--- config.mk ---
export PLATFORM = sky130hd
export DESIGN_NAME = uart_tx_arbiter
export DESIGN_NICKNAME = d
export VERILOG_FILES = /design/src/rtl/uart_tx_arbiter.sv
export SDC_FILE = /design/constraint.sdc
export NUM_CORES = 1
export LEC_CHECK = 0
export ABC_CLOCK_PERIOD_IN_PS = 2200
export BUFFER_PORTS_ARGS = -buffer_cell sky130_fd_sc_hd__buf_4
export CORE_MARGIN = 2
export CORE_UTILIZATION = 35
export CTS_BUF_LIST = sky130_fd_sc_hd__clkbuf_16
export CTS_CLUSTER_DIAMETER = 80
export CTS_CLUSTER_SIZE = 10
export DETAILED_ROUTE_END_ITERATION = 7
export GPL_ROUTABILITY_DRIVEN = 0
export GPL_TIMING_DRIVEN = 0
export HOLD_SLACK_MARGIN = 0.05
export SYNTH_ARGS = -nofsm -noshare
export SYNTH_HDL_FRONTEND = slang
export SYNTH_SLANG_ARGS = --single-unit
export TNS_END_PERCENT = 5
--- constraint.sdc ---
create_clock -name clk -period 2.2 [get_ports clk]
set_input_delay 0 -clock clk [delete_from_list [all_inputs] [get_ports clk]]
set_output_delay 0 -clock clk [all_outputs]
set_load 0.1 [all_outputs]
--- src/rtl/uart_tx_arbiter.sv ---
// Round-robin arbiter sharing one 8N1 transmitter between NUM_REQ message sources.
// Optional stall timeout in LOAD is enabled by defining UART_ARB_TIMEOUT_EN (adds timeout_o).
module uart_tx_arbiter #(
  parameter int NUM_REQ        = 4,
  parameter int TIMEOUT_CYCLES = 1024
) (
  input  logic                 clk,
  input  logic                 rst_n,
  input  logic [NUM_REQ-1:0]   req_valid_i,
  input  logic [8*NUM_REQ-1:0] req_data_i,
  input  logic [NUM_REQ-1:0]   req_last_i,
  output logic [NUM_REQ-1:0]   req_ready_o,
  output logic [NUM_REQ-1:0]   grant_o,
  output logic                 busy_o,
  output logic [7:0]           tx_data_o,
  output logic                 tx_start_o,
`ifdef UART_ARB_TIMEOUT_EN
  output logic                 timeout_o,
`endif
  input  logic                 tx_done_i
);

  localparam int PTR_W = (NUM_REQ > 1) ? $clog2(NUM_REQ) : 1;

  localparam logic [1:0] S_IDLE      = 2'd0;
  localparam logic [1:0] S_LOAD      = 2'd1;
  localparam logic [1:0] S_WAIT_ACK  = 2'd2;
  localparam logic [1:0] S_WAIT_DONE = 2'd3;

  if (NUM_REQ < 1 || NUM_REQ > 16 || TIMEOUT_CYCLES < 1) begin : g_param_check
    $error("uart_tx_arbiter: NUM_REQ must be 1..16 and TIMEOUT_CYCLES at least 1");
  end

  logic [1:0]         state;
  logic [PTR_W-1:0]   rr_ptr;
  logic [PTR_W-1:0]   grant_idx;
  logic               last_q;

  logic [NUM_REQ-1:0] rot_valid;
  logic [PTR_W:0]     scan_sum;
  logic               pick_found;
  logic [PTR_W-1:0]   pick_idx;
  logic [NUM_REQ-1:0] pick_onehot;

  logic               g_valid;
  logic [7:0]         g_data;
  logic               g_last;
  logic               accept;
  logic [PTR_W-1:0]   ptr_after_grant;

  // Rotating the valid vector by rr_ptr turns the round-robin scan into a
  // plain first-set-bit search; the offset is then mapped back to an index.
  always_comb begin
    rot_valid   = NUM_REQ'({req_valid_i, req_valid_i} >> rr_ptr);
    pick_found  = 1'b0;
    scan_sum    = '0;
    pick_onehot = '0;
    for (int i = 0; i < NUM_REQ; i++) begin
      if (!pick_found && rot_valid[i]) begin
        pick_found = 1'b1;
        scan_sum   = {1'b0, rr_ptr} + (PTR_W+1)'(i);
      end
    end
    if (scan_sum >= (PTR_W+1)'(NUM_REQ)) begin
      scan_sum = scan_sum - (PTR_W+1)'(NUM_REQ);
    end
    pick_idx = scan_sum[PTR_W-1:0];
    for (int k = 0; k < NUM_REQ; k++) begin
      pick_onehot[k] = (pick_idx == PTR_W'(k));
    end
  end

  always_comb begin
    g_valid = 1'b0;
    g_data  = 8'h00;
    g_last  = 1'b0;
    for (int k = 0; k < NUM_REQ; k++) begin
      if (grant_o[k]) begin
        g_valid = req_valid_i[k];
        g_data  = req_data_i[8*k +: 8];
        g_last  = req_last_i[k];
      end
    end
  end

  assign req_ready_o     = (state == S_LOAD && tx_done_i) ? grant_o : '0;
  assign accept          = (state == S_LOAD) && tx_done_i && g_valid;
  assign busy_o          = (state != S_IDLE);
  assign ptr_after_grant = (grant_idx == PTR_W'(NUM_REQ-1)) ? '0 : grant_idx + PTR_W'(1);

`ifdef UART_ARB_TIMEOUT_EN
  localparam int CNT_W = (TIMEOUT_CYCLES > 1) ? $clog2(TIMEOUT_CYCLES + 1) : 1;

  logic [CNT_W-1:0] stall_cnt;
  logic             timeout_hit;

  assign timeout_hit = (state == S_LOAD) && !g_valid &&
                       (stall_cnt == CNT_W'(TIMEOUT_CYCLES - 1));

  // The counter idles at zero outside LOAD, which gives the clear-on-entry behaviour.
  always_ff @(posedge clk or negedge rst_n) begin
    if (!rst_n) begin
      stall_cnt <= '0;
      timeout_o <= 1'b0;
    end else begin
      timeout_o <= timeout_hit;
      if (state != S_LOAD || accept || timeout_hit) begin
        stall_cnt <= '0;
      end else if (!g_valid) begin
        stall_cnt <= stall_cnt + CNT_W'(1);
      end
    end
  end
`endif

  // The grant is held across LOAD/WAIT states until the last byte's done rises.
  always_ff @(posedge clk or negedge rst_n) begin
    if (!rst_n) begin
      state      <= S_IDLE;
      rr_ptr     <= '0;
      grant_o    <= '0;
      grant_idx  <= '0;
      tx_data_o  <= 8'h00;
      tx_start_o <= 1'b0;
      last_q     <= 1'b0;
    end else begin
      tx_start_o <= 1'b0;
      case (state)
        S_IDLE: begin
          if (pick_found) begin
            grant_o   <= pick_onehot;
            grant_idx <= pick_idx;
            state     <= S_LOAD;
          end
        end
        S_LOAD: begin
          if (accept) begin
            tx_data_o  <= g_data;
            tx_start_o <= 1'b1;
            last_q     <= g_last;
            state      <= S_WAIT_ACK;
          end
`ifdef UART_ARB_TIMEOUT_EN
          else if (timeout_hit) begin
            grant_o <= '0;
            rr_ptr  <= ptr_after_grant;
            state   <= S_IDLE;
          end
`endif
        end
        S_WAIT_ACK: begin
          if (!tx_done_i) begin
            state <= S_WAIT_DONE;
          end
        end
        S_WAIT_DONE: begin
          if (tx_done_i) begin
            if (last_q) begin
              grant_o <= '0;
              rr_ptr  <= ptr_after_grant;
              state   <= S_IDLE;
            end else begin
              state <= S_LOAD;
            end
          end
        end
        default: state <= S_IDLE;
      endcase
    end
  end

endmodule

==> flow_metrics.py, run 1 <==
metrics = {
    "status": {
        "outcome": "finished, final reports clean",
    },
    "placed_design": {
        "dp_slack_ns": 0.432,
        "hpwl_um": 2840,
        "port_buffers": 60,
    },
    "power": {
        "power_frac_comb_pct": 10.8,
        "ir_worst_vdd_mv": 0.334,
        "internal_power_uw": 669,
        "seqPwrFrac_pct": 44.1,
        "finalPower_uw": 834,
        "p_sw_uw": 165,
        "leakage_uw": 0.000908,
        "powerDensity_mw_per_mm2": 435,
        "clkPwrFrac_pct": 45.0,
        "p_sw_share_pct": 19.8,
    },
    "worst_setup_path": {
        "path_class": "register to register",
        "crit_arrival_ns": 1.87,
        "end_kind": "register",
        "path_max_fanout": 10,
        "required_ns": 2.33,
        "r2r_cells": 6,
        "worst_setup_path_start_kind": "register",
    },
    "yosys": {
        "synth-main-ff-cell": "dfrtp_1",
        "synth_nets": 190,
        "async_flop_share_pct": 100,
        "synth_cell_types": 31,
        "syn-mean-instance-area_um2": 8.86,
        "synth_area_leaders": "dfrtp_1 40%, nor2b_1 7.0%, a221oi_1 6.3%, ha_1 5.0%, a21oi_1 4.8%",
        "yosys-top-cells-count": "20 x dfrtp_1, 15 x nand2_1, 14 x nor2b_1",
        "yosysSeqAreaShare_pct": 39.8,
        "yosys.area.top_type": "dfrtp_1",
        "synth_warnings": 0,
        "synth_most_common_cell": "dfrtp_1",
        "synth-seq-cells": 20,
        "synth-edff-count": 0,
        "netlist.area_leader.share_pct": 39.8,
        "synthCells": 142,
        "synth_area_mm2": 0.00126,
    },
    "floorplan": {
        "core_area_mm2": 0.00339,
        "core.rowCount": 21,
        "die_w_um": 64.0,
        "fp.dieH_um": 64.0,
        "ios": 61,
        "start_util_pct": 37.1,
        "design.die.area_mm2": 0.00409,
    },
    "finish": {
        "area_growth_pct": 52.2,
        "utilization_pct": 56.5,
        "antenna_cells": 0,
        "drive_gt1_share_pct": 33.3,
        "nets": 262,
    },
    "global_routing": {
        "grt_pass1_wl_um": 6200,
        "antenna_found_initial": 0,
        "use_met2_pct": 33.1,
        "grt_max_degree": 21,
        "grt_pass1_vias": 1326,
        "grt.total_usage_pct": 19.6,
        "gr-usage-met3_pct": 3.17,
        "gr-total-overflow": 0,
        "grt_use_met1_pct": 25.2,
        "grt-busiest-layer": "met2",
    },
    "detailed_routing": {
        "drtAntennaViolNets": 0,
        "routed_wl_um": 3650,
        "avgRoutedWirePerCell_um": 14.1,
        "avgViaCountPerCell": 5.26,
        "drt_pass1_iterations": 4,
        "drc": 0,
        "num_vias": 1363,
        "drtIter0Drc": 69,
    },
    "sta": {
        "rsz0062_at_grt": "no",
        "tns_ns": 0,
        "skew_ns": 0.00475,
        "maxSlewHeadroom_pct": 63.8,
        "finalWorstSetupSlack_ns": 0.461,
        "tightest_slew_ns": 0.539,
        "hold_viol_final": 0,
        "max_freq_mhz": 575,
        "timing.final.crit_period_ns": 1.74,
        "fin_crit_sh_pct": 79.0,
        "whs_ns": 0.0450,
        "setup_viol": 0,
        "slew_viol_final": 0,
    },
    "worst_hold_path": {
        "hold_class": "input pin to register",
        "hold-path-cell-count": 3,
    },
    "clock_network": {
        "cts_root_buffer": "clkbuf_16",
        "cts_buffers": 3,
        "clkTransAtPathRegs_ns": 0.06,
        "clockBufferDepth": 2,
        "insertion_delay_ns": 0.25,
        "post-cts-setup-buffer-count": 0,
        "htree_num_levels": 1,
        "cts_tree": "built",
        "cts_sinks": 20,
    },
    "run": {
        "maxCapViolCount": 0,
    },
}
## through the flow
step / std cells / area (µm²)
2_1_floorplan: 142 / 1260
3_3_place_gp: 248 / 1770
3_5_place_dp: 248 / 1770
4_1_cts: 259 / 1920
5_1_grt: 259 / 1920
6_report: 259 / 1920
## power groups by stage
stage / combinational (µW) / clock [µW] / sequential (µW)
final: 90.3 / 376 / 368
after global routing: 98.9 / 406 / 368
after floorplan: 8.33 / 0 / 375
after detailed placement: 81.0 / 0 / 375
after CTS: 91.2 / 389 / 368
after global placement: 78.2 / 0 / 375
## cell families (layout without fill, tap and decap cells)
kind of cell	Yosys count	after routing	share of synthesized area, %
multiplexers	4	4	3.78
buffers and inverters	13	84	4.08
AO/OA/AOI/OAI	45	45	24.5
AND/OR/NAND/NOR	55	55	23.0
flip-flops	20	20	39.8
adder cells (fa/ha/maj)	5	5	4.97
## critical path, cell delays in order, from the launching register on
cell	delay [ns]
dfrtp_1	0.44
nand3b_1	0.20
a211oi_2	0.32
nand3_2	0.24
buf_2	0.26
nand2_1	0.08
o21ai_0	0.07
## placed cells by master, fill, tap and decap left out, types with 2 or more instances in the layout
cell type / count
clkbuf_1: 5
nor2b_1: 14
dfrtp_1: 20
buf_2: 2
nor3_1: 12
a221oi_1: 9
a22o_1: 2
o21ai_0: 11
nand2b_1: 2
clkbuf_16: 3
a21oi_1: 12
ha_1: 5
a32o_1: 2
o31ai_1: 2
nor2_1: 3
dlygate4sd3_1: 7
buf_4: 60
inv_1: 6
a211oi_2: 2
mux2_2: 2
and3_1: 4
nand2_1: 15
## area by class of cell
class                   count  area [µm²]
fillers                   330        1470
multi-input cells         109         707
repair buffers             67         520
flip-flops and latches     20         500
clock buffers               3        75.1
well taps                  46        57.6
plain buffers               7        28.8
inverters                   6        22.5
clock inverters             1        3.75
## worst paths after layout
| path | start | slack, ns | to |
|---|---|---|---|
| worst min-delay path | req_data_i[27] | 0.05 | tx_data_o[3] |
| max in group asynchronous | rst_n | 1.82 | rr_ptr[1] |
| worst min register to register | tx_data_o[0] | 0.48 | tx_data_o[0] |
| worst max-delay path | grant_o[1] | 0.46 | tx_data_o[5] |
| worst max register to register | grant_o[1] | 0.46 | tx_data_o[5] |
| min in group asynchronous | rst_n | 0.16 | tx_data_o[4] |
## flip-flops by register name, summed over array words and instances (netlist names)
signal	cells
last_q	1
tx_start_o	1
grant_o	4
rr_ptr	2
tx_data_o	8
state	2
grant_idx	2
## per-layer routing
layer,up-vias,part of all wire (%)
met5,-,0
met4,0,1.5
met3,5,5.2
met2,43,49
met1,649,44
li1,666,-
## repair_timing
action	CTS	global route
hold buffers	7	0
gates resized for setup	0	0
hold endpoints to repair	26	0
Power figures use the tool's default switching activity.
==> inputs of run 2 (changes only) <==
ABC_CLOCK_PERIOD_IN_PS = 1700   (was 2200)
clock period = 1.7 ns   (was 2.2 ns; I/O delays follow)
==> flow_metrics.py, run 2 (synthesis gave the netlist of run 1 again) <==
metrics = {
    "sta": {
        "hold_viol_final": 0,
        "slew_viol_final": 0,
        "tightest_slew_ns": 0.509,
        "finalWorstSetupSlack_ns": -0.0334,
        "setup_viol": 1,
        "timing.final.crit_period_ns": 1.73,
        "skew_ns": 0.00238,
        "maxSlewHeadroom_pct": 66.1,
        "max_freq_mhz": 577,
        "rsz0062_at_grt": "yes",
        "fin_crit_sh_pct": 102,
    },
    "global_routing": {
        "gr-total-overflow": 0,
        "grt_max_degree": 21,
        "antenna_found_initial": 0,
        "grt_pass1_wl_um": 6320,
        "grt.total_usage_pct": 19.8,
        "grt_pass1_vias": 1325,
    },
    "worst_setup_path": {
        "required_ns": 1.83,
        "end_kind": "register",
        "crit_top_cell": "a211oi_2",
        "path_class": "register to register",
        "cpPeakStageDelay_ns": 0.50,
        "worst_path_max_delay_cell": "dfrtp_4",
        "worst_setup_path_start_kind": "register",
        "path_cells": "nand3b_1 > a211oi_2 > a211oi_2 > a21o_1 > mux2_4",
        "path_max_fanout": 6,
        "crit_arrival_ns": 1.87,
    },
    "worst_hold_path": {
        "hold_class": "input pin to register",
    },
    "power": {
        "powerDensity_mw_per_mm2": 549,
        "leakage_uw": 0.000911,
        "ir_worst_vdd_mv": 0.370,
    },
    "floorplan": {
        "core.rowCount": 21,
        "fp.dieH_um": 64.0,
        "start_util_pct": 37.1,
        "design.die.area_mm2": 0.00409,
        "die_w_um": 64.0,
        "core_area_mm2": 0.00339,
        "ios": 61,
    },
    "status": {
        "outcome": "finished, violations left",
        "violations": "negative setup slack",
    },
    "clock_network": {
        "clockBufferDepth": 2,
        "cts_sinks": 20,
        "cts_root_buffer": "clkbuf_16",
        "insertion_delay_ns": 0.25,
        "htree_num_levels": 1,
        "cts_tree": "built",
        "cts_buffers": 3,
        "clkTransAtPathRegs_ns": 0.06,
    },
    "finish": {
        "nets": 262,
        "layout_commonest_cell": "buf_4",
        "fillerInstances": 326,
        "antenna_cells": 0,
        "design_area_mm2": 0.00195,
        "area_growth_pct": 55.3,
        "utilization_pct": 57.7,
        "mostFrequentLayoutCells": "61 x buf_4, 16 x dfrtp_1, 15 x nand2_1",
        "largest_reg_flops": 8,
        "drive_gt1_share_pct": 40.4,
        "regMostFlops": "tx_data_o",
        "reg_top3": "tx_data_o (8), grant_o (4)",
    },
    "detailed_routing": {
        "drt_pass1_iterations": 4,
        "avgRoutedWirePerCell_um": 14.7,
        "num_vias": 1332,
        "routed_wl_um": 3800,
        "drtIter0Drc": 120,
        "drtAntennaViolNets": 0,
        "avgViaCountPerCell": 5.14,
        "drc": 0,
    },
    "placed_design": {
        "port_buffers": 60,
        "placed_area_mm2": 0.00180,
        "dp_slack_ns": -0.0759,
        "hpwl_um": 2870,
    },
    "run": {
        "maxCapViolCount": 0,
    },
}
-- run 2: cell type report --
type                            count  area [µm²]  share of cell area (%)
Timing Repair Buffer               67         518                    26.5
Clock buffer                        3        75.1                    3.84
Clock inverter                      1        3.75                   0.192
Multi-Input combinational cell    109         729                    37.3
Inverter                            6        26.3                    1.34
Tap cell                           46        57.6                    2.94
Buffer                              7        31.3                    1.60
Sequential cell                    20         513                    26.2
-- run 2: critical path: cells and delay by family, from the launching register on --
family | cells | cell delay [ns]
AND/OR/NAND/NOR | 1 | 0.18
multiplexers | 1 | 0.30
AO/OA/AOI/OAI | 3 | 0.64
flip-flops | 1 | 0.50
-- run 2: report_power, final --
group / total, µW / internal (µW) / switching [µW]
Clock: 480 / 313 / 167
Sequential: 476 / 476 / 0
Combinational: 116 / 75.2 / 41.2
-- run 2: worst paths after layout --
check | start | end | slack [ns] | depth (start not counted)
min in group asynchronous | rst_n | state[0] | 0.17 | 2
worst max-delay path | grant_o[1] | state[1] | -0.03 | 5
max in group asynchronous | rst_n | grant_o[1] | 1.29 | 2
worst min-delay path | req_data_i[27] | tx_data_o[3] | 0.05 | 3
worst max register to register | grant_o[1] | state[1] | -0.03 | 5
worst min register to register | tx_data_o[4] | tx_data_o[4] | 0.48 | 2
-- run 2: repair_timing --
item	CTS	global route
cloned	0	0
hold buffers	6	0
buffers inserted	1	0
endpoints found under the hold margin	25	0
pin swaps	1	0
endpoints found under the setup margin	10	14
resized for setup	0	6
-- run 2: routing by layer --
| layer | vias up | wire length, µm | GRT usage [%] |
|---|---|---|---|
| li1 | 665 | - | - |
| met1 | 632 | 1680 | 26.3 |
| met2 | 31 | 1890 | 32.8 |
| met3 | 4 | 173 | 3.87 |
| met4 | 0 | 46 | 5.43 |
| met5 | - | 0 | 0 |
-- run 2: stage by stage --
stage	power, µW	hold slack (ns)	TNS (ns)	cells
global route	1120	0.0682	-0.334	259
global placement	587	-0.106	-0.566	248
detailed placement	589	-0.102	-0.630	248
floorplan	496	-0.296	-0.655	142
CTS	1090	0.0535	-0.0427	259
finish	1070	0.0521	-0.0334	259
